<file path="config.mk">
export PLATFORM = sky130hd
export DESIGN_NAME = hazard_scoreboard
export DESIGN_NICKNAME = d
export VERILOG_FILES = /design/src/rtl/hazard_scoreboard.sv
export SDC_FILE = /design/constraint.sdc
export NUM_CORES = 1
export LEC_CHECK = 0
export CORE_MARGIN = 2
export CORE_UTILIZATION = 60
export CTS_BUF_LIST = sky130_fd_sc_hd__clkbuf_8
export DETAILED_ROUTE_END_ITERATION = 12
export GPL_TIMING_DRIVEN = 1
export PLACE_DENSITY = 0.87
export SYNTH_ARGS = -nofsm -noshare
export SYNTH_HDL_FRONTEND = slang
export SYNTH_SLANG_ARGS = --single-unit
</file>
<file path="constraint.sdc">
create_clock -name clk -period 5.4 [get_ports clk]
set_clock_uncertainty 0.15 [all_clocks]
set_input_delay 1.08 -clock clk [delete_from_list [all_inputs] [get_ports clk]]
set_output_delay 1.08 -clock clk [all_outputs]
set_load 0.01 [all_outputs]
</file>
<file path="src/rtl/hazard_scoreboard.sv">
// -----------------------------------------------------------------------------
// hazard_scoreboard
//
// Purpose:
//   This is the ID-stage hazard unit. It keeps one countdown per architectural
//   register. A countdown is nonzero while a write to that register is still in
//   flight and its result cannot yet be read by the instruction in ID. While
//   any source register that the ID instruction reads is pending, the unit
//   holds PC and IF/ID and inserts a bubble into ID/EX.
//
// Configuration macro:
//   HAZ_NOFWD_EN  undefined : forwarding is present. A load blocks its
//                             consumers for LOAD_LAT cycles. ALU writers never
//                             block.
//                 defined   : there is no bypass network. Every writer blocks
//                             its consumers until the register file has been
//                             written.
//
// Ports:
//   clk       in   rising-edge clock
//   reset_n   in   synchronous reset, active low
//   id_valid  in   id_instr holds a real instruction
//   id_instr  in   instruction currently in ID (RV32I encoding)
//   mem_stall in   data memory not ready; the whole pipeline is frozen
//   flush     in   taken branch/jump in EX; the ID instruction is killed
//   stall     out  hold PC and IF/ID, bubble into ID/EX (combinational)
//   issue     out  ID instruction moves into EX this cycle (combinational)
//   busy_vec  out  bit r set while register r has a pending write
//
// Handshake: id_valid works as "valid". The acceptance strobe is issue, and it
// depends on stall, flush and mem_stall. An instruction is consumed only in a
// cycle where id_valid and issue are both high. Otherwise it stays in ID. A
// flushed instruction is dropped by the surrounding pipeline.
// -----------------------------------------------------------------------------
module hazard_scoreboard #(
  parameter int NUM_REGS = 32,
  parameter int LOAD_LAT = 1,
  parameter int WB_DIST  = 3
) (
  input  logic                clk,
  input  logic                reset_n,
  input  logic                id_valid,
  input  logic [31:0]         id_instr,
  input  logic                mem_stall,
  input  logic                flush,
  output logic                stall,
  output logic                issue,
  output logic [NUM_REGS-1:0] busy_vec
);

  localparam int CW = $clog2(WB_DIST + LOAD_LAT + 1);

  // Countdown value loaded when an instruction issues.
`ifdef HAZ_NOFWD_EN
  localparam logic [CW-1:0] V_LOAD = CW'(WB_DIST + LOAD_LAT - 1);
  localparam logic [CW-1:0] V_ALU  = CW'(WB_DIST);
`else
  localparam logic [CW-1:0] V_LOAD = CW'(LOAD_LAT);
  localparam logic [CW-1:0] V_ALU  = '0;
`endif

  logic [CW-1:0] cnt_q [NUM_REGS];
  logic [CW-1:0] cnt_d [NUM_REGS];

  logic [6:0] opcode;
  logic [4:0] rd, rs1, rs2;
  logic       uses_rs1, uses_rs2, writes_rd, is_load;
  logic       rs1_busy, rs2_busy;
  logic [CW-1:0] v_issue;

  // funct3/funct7 play no part in the hazard check.
  logic unused_fields;
  assign unused_fields = ^{id_instr[31:25], id_instr[14:12]};

  assign opcode = id_instr[6:0];
  assign rd     = id_instr[11:7];
  assign rs1    = id_instr[19:15];
  assign rs2    = id_instr[24:20];

  always_comb begin
    uses_rs1  = 1'b0;
    uses_rs2  = 1'b0;
    writes_rd = 1'b0;
    is_load   = 1'b0;
    case (opcode)
      7'b0110011: begin uses_rs1 = 1'b1; uses_rs2 = 1'b1; writes_rd = 1'b1; end // OP
      7'b0010011: begin uses_rs1 = 1'b1; writes_rd = 1'b1; end                   // OP-IMM
      7'b0000011: begin uses_rs1 = 1'b1; writes_rd = 1'b1; is_load = 1'b1; end   // LOAD
      7'b1100111: begin uses_rs1 = 1'b1; writes_rd = 1'b1; end                   // JALR
      7'b0100011: begin uses_rs1 = 1'b1; uses_rs2 = 1'b1; end                    // STORE
      7'b1100011: begin uses_rs1 = 1'b1; uses_rs2 = 1'b1; end                    // BRANCH
      7'b1101111: writes_rd = 1'b1;                                              // JAL
      7'b0110111: writes_rd = 1'b1;                                              // LUI
      7'b0010111: writes_rd = 1'b1;                                              // AUIPC
      default: ;
    endcase
    // A write to x0 is discarded, so it never creates an entry.
    if (rd == 5'd0) writes_rd = 1'b0;
  end

  assign v_issue = is_load ? V_LOAD : V_ALU;

  // Look up the pending state of each source. The loop starts at 1, so x0
  // never reports busy. Register indices at or above NUM_REGS are not tracked.
  always_comb begin
    rs1_busy = 1'b0;
    rs2_busy = 1'b0;
    for (int r = 1; r < NUM_REGS; r++) begin
      if (rs1 == 5'(r) && cnt_q[r] != '0) rs1_busy = 1'b1;
      if (rs2 == 5'(r) && cnt_q[r] != '0) rs2_busy = 1'b1;
    end
  end

  assign stall = id_valid & ~flush & ((uses_rs1 & rs1_busy) | (uses_rs2 & rs2_busy));
  assign issue = id_valid & ~flush & ~stall & ~mem_stall;

  // Every counter ages by one in each unfrozen cycle. A new write loads the
  // larger of its own latency and the aged old value. This keeps a younger
  // writer from retiring an older, longer pending write to the same register.
  always_comb begin
    for (int r = 0; r < NUM_REGS; r++) begin
      cnt_d[r] = cnt_q[r];
      if (!mem_stall) begin
        if (cnt_q[r] != '0) cnt_d[r] = cnt_q[r] - CW'(1);
        if (r != 0 && issue && writes_rd && rd == 5'(r) && v_issue > cnt_d[r])
          cnt_d[r] = v_issue;
      end
    end
    cnt_d[0] = '0;
  end

  always_ff @(posedge clk) begin
    if (!reset_n) begin
      for (int r = 0; r < NUM_REGS; r++) cnt_q[r] <= '0;
    end else begin
      for (int r = 0; r < NUM_REGS; r++) cnt_q[r] <= cnt_d[r];
    end
  end

  always_comb begin
    busy_vec = '0;
    for (int r = 1; r < NUM_REGS; r++) busy_vec[r] = (cnt_q[r] != '0);
  end

endmodule

</file>
==> impl_results.md <==
- Setup violators final: 0
- Synth-to-Final Area Change: 11.4%
- Fin util: 68.5%
- Fmax: 196 MHz
- Initial antenna violation count: 0
- Syn Nets: 1,209
- Final slew viol count: 0
- Min Clock Period, post-route: 5.11 ns
- Die area: 15,200 um^2
- GRT met2 Usage: 47.9%
- Crit path cell chain: clkdlybuf4s50_1, or2b_1, nor3_1, o31a_1, o311a_1, a311oi_4, nand2_1, nor2_1, clkdlybuf4s50_1
- Grt ovf: 0
- Pint: 3.20 mW
- Vias in the first global route: 7,531
- Pre-Repair DR Iteration Count: 5
- Largest net degree at the start of global routing: 98
- Peak supply drop: 0.000366 V
- Clock slew at reported path FFs: 0.09 ns
- Die Width: 123 um
- Async set-or-reset flop fraction in the synthesized netlist: 0%
- Die height: 123 um
- Layout cell share with drive strength beyond 1: 7.49%
- Hold buffer count at cts: 0
- Outcome: complete, no violations
- YS warnings: 0
- Share of power burned in registers: 19.7%
- CORE AREA: 13,900 um^2
- Fillers: 1,123
- Post-CTS Resized: 0
- Top_reg_cell synth: dfxtp_1
- GRT busiest layer: met2
- Initial Util: 61.4%
- Final Hold Fails: 0
- Later-pin clock latency in the skew report: 0.41 ns
- Mapped Cells: 1,079
- Total Nets Final: 1,246
- CTS tree: done
- GR Util met3: 4.06%
- Crit start category: primary input
- Clock power share: 10.5%
- Met1 GRT Util: 39.5%
- Global-route wire length before repair: 36,100 um
- Worst path arrival time: 3.88 ns
- Hold Crit Class: reg -> reg
- Io pins: 71
- Final wirelength: 21,900 um
- CP dominant cell by count: clkdlybuf4s50_1
- Vias per cell: 6.36
- Worst-margin pin slew: 1.04 ns
- Detail Route Antenna Nets: 0
- Synth Area per Inst: 7.94 um^2
- # DRC: 0
- Crit path required time: 4.17 ns
- Leak pwr: 4.09 nW
- CP max-delay cell: clkdlybuf4s50_1
- Sequential Area: 1860 um^2
- Top reg by flops: cnt_q
- Gpl congestion: 0.958
- Most common cell after layout, fill and taps aside: inv_1
- Commonest cells after routing, fill and taps aside: 130 x inv_1, 93 x ha_1, 93 x dfxtp_1
- Worst path max stage delay: 0.57 ns
- Sink Count: 93
- WL/cell: 16.9 um
- Post-DP HPWL: 15,600 um
- Post-Synthesis Cell Area: 8560 um^2
- Psw: 2.67 mW
- TNS Setup: 0 ns
- Post-CTS setup buffer count: 0
- Antenna Cells: 0
- GRT Overall Usage: 29.7%
- Tcrit/Tclk final: 94.6%
- H-Tree Depth: 3
- Clock Path Buffers: 2
- Largest registers: cnt_q (93)
- Area of the multi-input gates: 5960 um^2
- Yosys reg bits: 93
- Vias: 8,272
- Crit end category: output port
- Crit path max fanout: 11
- Slew headroom: 30.9%
- Post-synthesis sequential area ratio: 21.7%
- Cell area power density: 616 nW/um^2
- Row cnt: 43
- Largest register FFs: 93
- CP Class: in -> out
- Post-synth EDFFs: 0
- Starting DRT DRC Count: 772
- # port buffers: 59
- Root Driver: clkbuf_8
- Num CTS Buffers: 9
- Cell variety after synth: 71
- Part of the power in combinational logic: 69.8%
- Max-cap violations: 0
- RSZ-0062 raised after global routing: false
- Switching Share: 45.5%
-- power groups by stage --
stage	clock network [mW]	logic, mW	registers, mW
final	0.616	4.10	1.16
after global routing	0.640	4.58	1.20
after CTS	0.618	4.07	1.16
after detailed placement	0	4.03	1.17
after global placement	0	3.85	1.15
after floorplan	0	2.90	1.12
-- worst max-delay path: cells and delay by family --
kind / cells / cell delay (ns)
buffers and inverters: 2 / 1.11
and+or+nand+nor: 4 / 0.68
AOI/OAI and AO/OA: 3 / 1.00
-- final timing paths --
path	start	endpoint	slack, ns	cells past startpoint
max	id_instr[15]	issue	0.29	9
min	cnt_q[1][40]	cnt_q[1][40]	0.36	1
max reg2reg	cnt_q[0][3]	cnt_q[1][33]	1.71	11
min reg2reg	cnt_q[1][40]	cnt_q[1][40]	0.36	1
-- cells in the mapped netlist, drive strengths merged (14+ instances only) --
cell type,count,share of area [%]
nand2,88,3.9
xnor2,31,3.2
nor2b,33,2.5
o21ai,39,2.3
nor3b,26,2.3
a41oi,14,1.4
nor2,80,3.5
or4,31,2.7
dfxtp,93,22
a31oi,31,2.3
nor4,29,2.1
nand4,18,1.3
buf,20,1.4
a221o,15,1.8
clkbuf,35,1.5
mux2,28,3.7
inv,130,5.7
a21oi,26,1.5
nor3,15,0.88
o211ai,16,1.4
o211a,31,3.6
ha,93,14
a21boi,31,2.7
-- layer usage --
metal  wire [um]  part of all wire [%]
met1        9550                    44
met2       10200                    46
met3        1580                   7.2
met4         636                   2.9
met5           0                     0
-- kinds of logic after synthesis --
group / after synthesis / share of synthesized area, %
xor+xnor: 31 / 3.17
compound gates: 264 / 23.7
other cells: 1 / 0.0438
simple gates: 377 / 24.4
mux: 35 / 4.65
buf+inv: 185 / 8.64
fa+ha+maj: 93 / 13.6
flops: 93 / 21.7
-- through the flow --
stage                     total power [mW]  hold WS [ns]  std cells  worst slack, ns  area [um^2]
after CTS                             5.84         0.357       1301            0.324         9540
after global placement                5.01         0.329       1285            0.362         9280
after detailed placement              5.20         0.335       1285            0.329         9280
after floorplan                       4.02         0.322       1079             1.22         8560
after global routing                  6.42         0.372       1301            0.171         9540
final                                 5.88         0.355       1301            0.290         9540
-- final cells by class --
class                   instances  area share (%)
multi-input cells             801            62.5
repair buffers                 81            7.82
clock inverters                 5            1.11
flip-flops and latches         93            19.5
well taps                     180            2.36
clock buffers                  11            1.59
inverters                     130            5.11
Note: power is estimated with default switching activity, not from simulation.
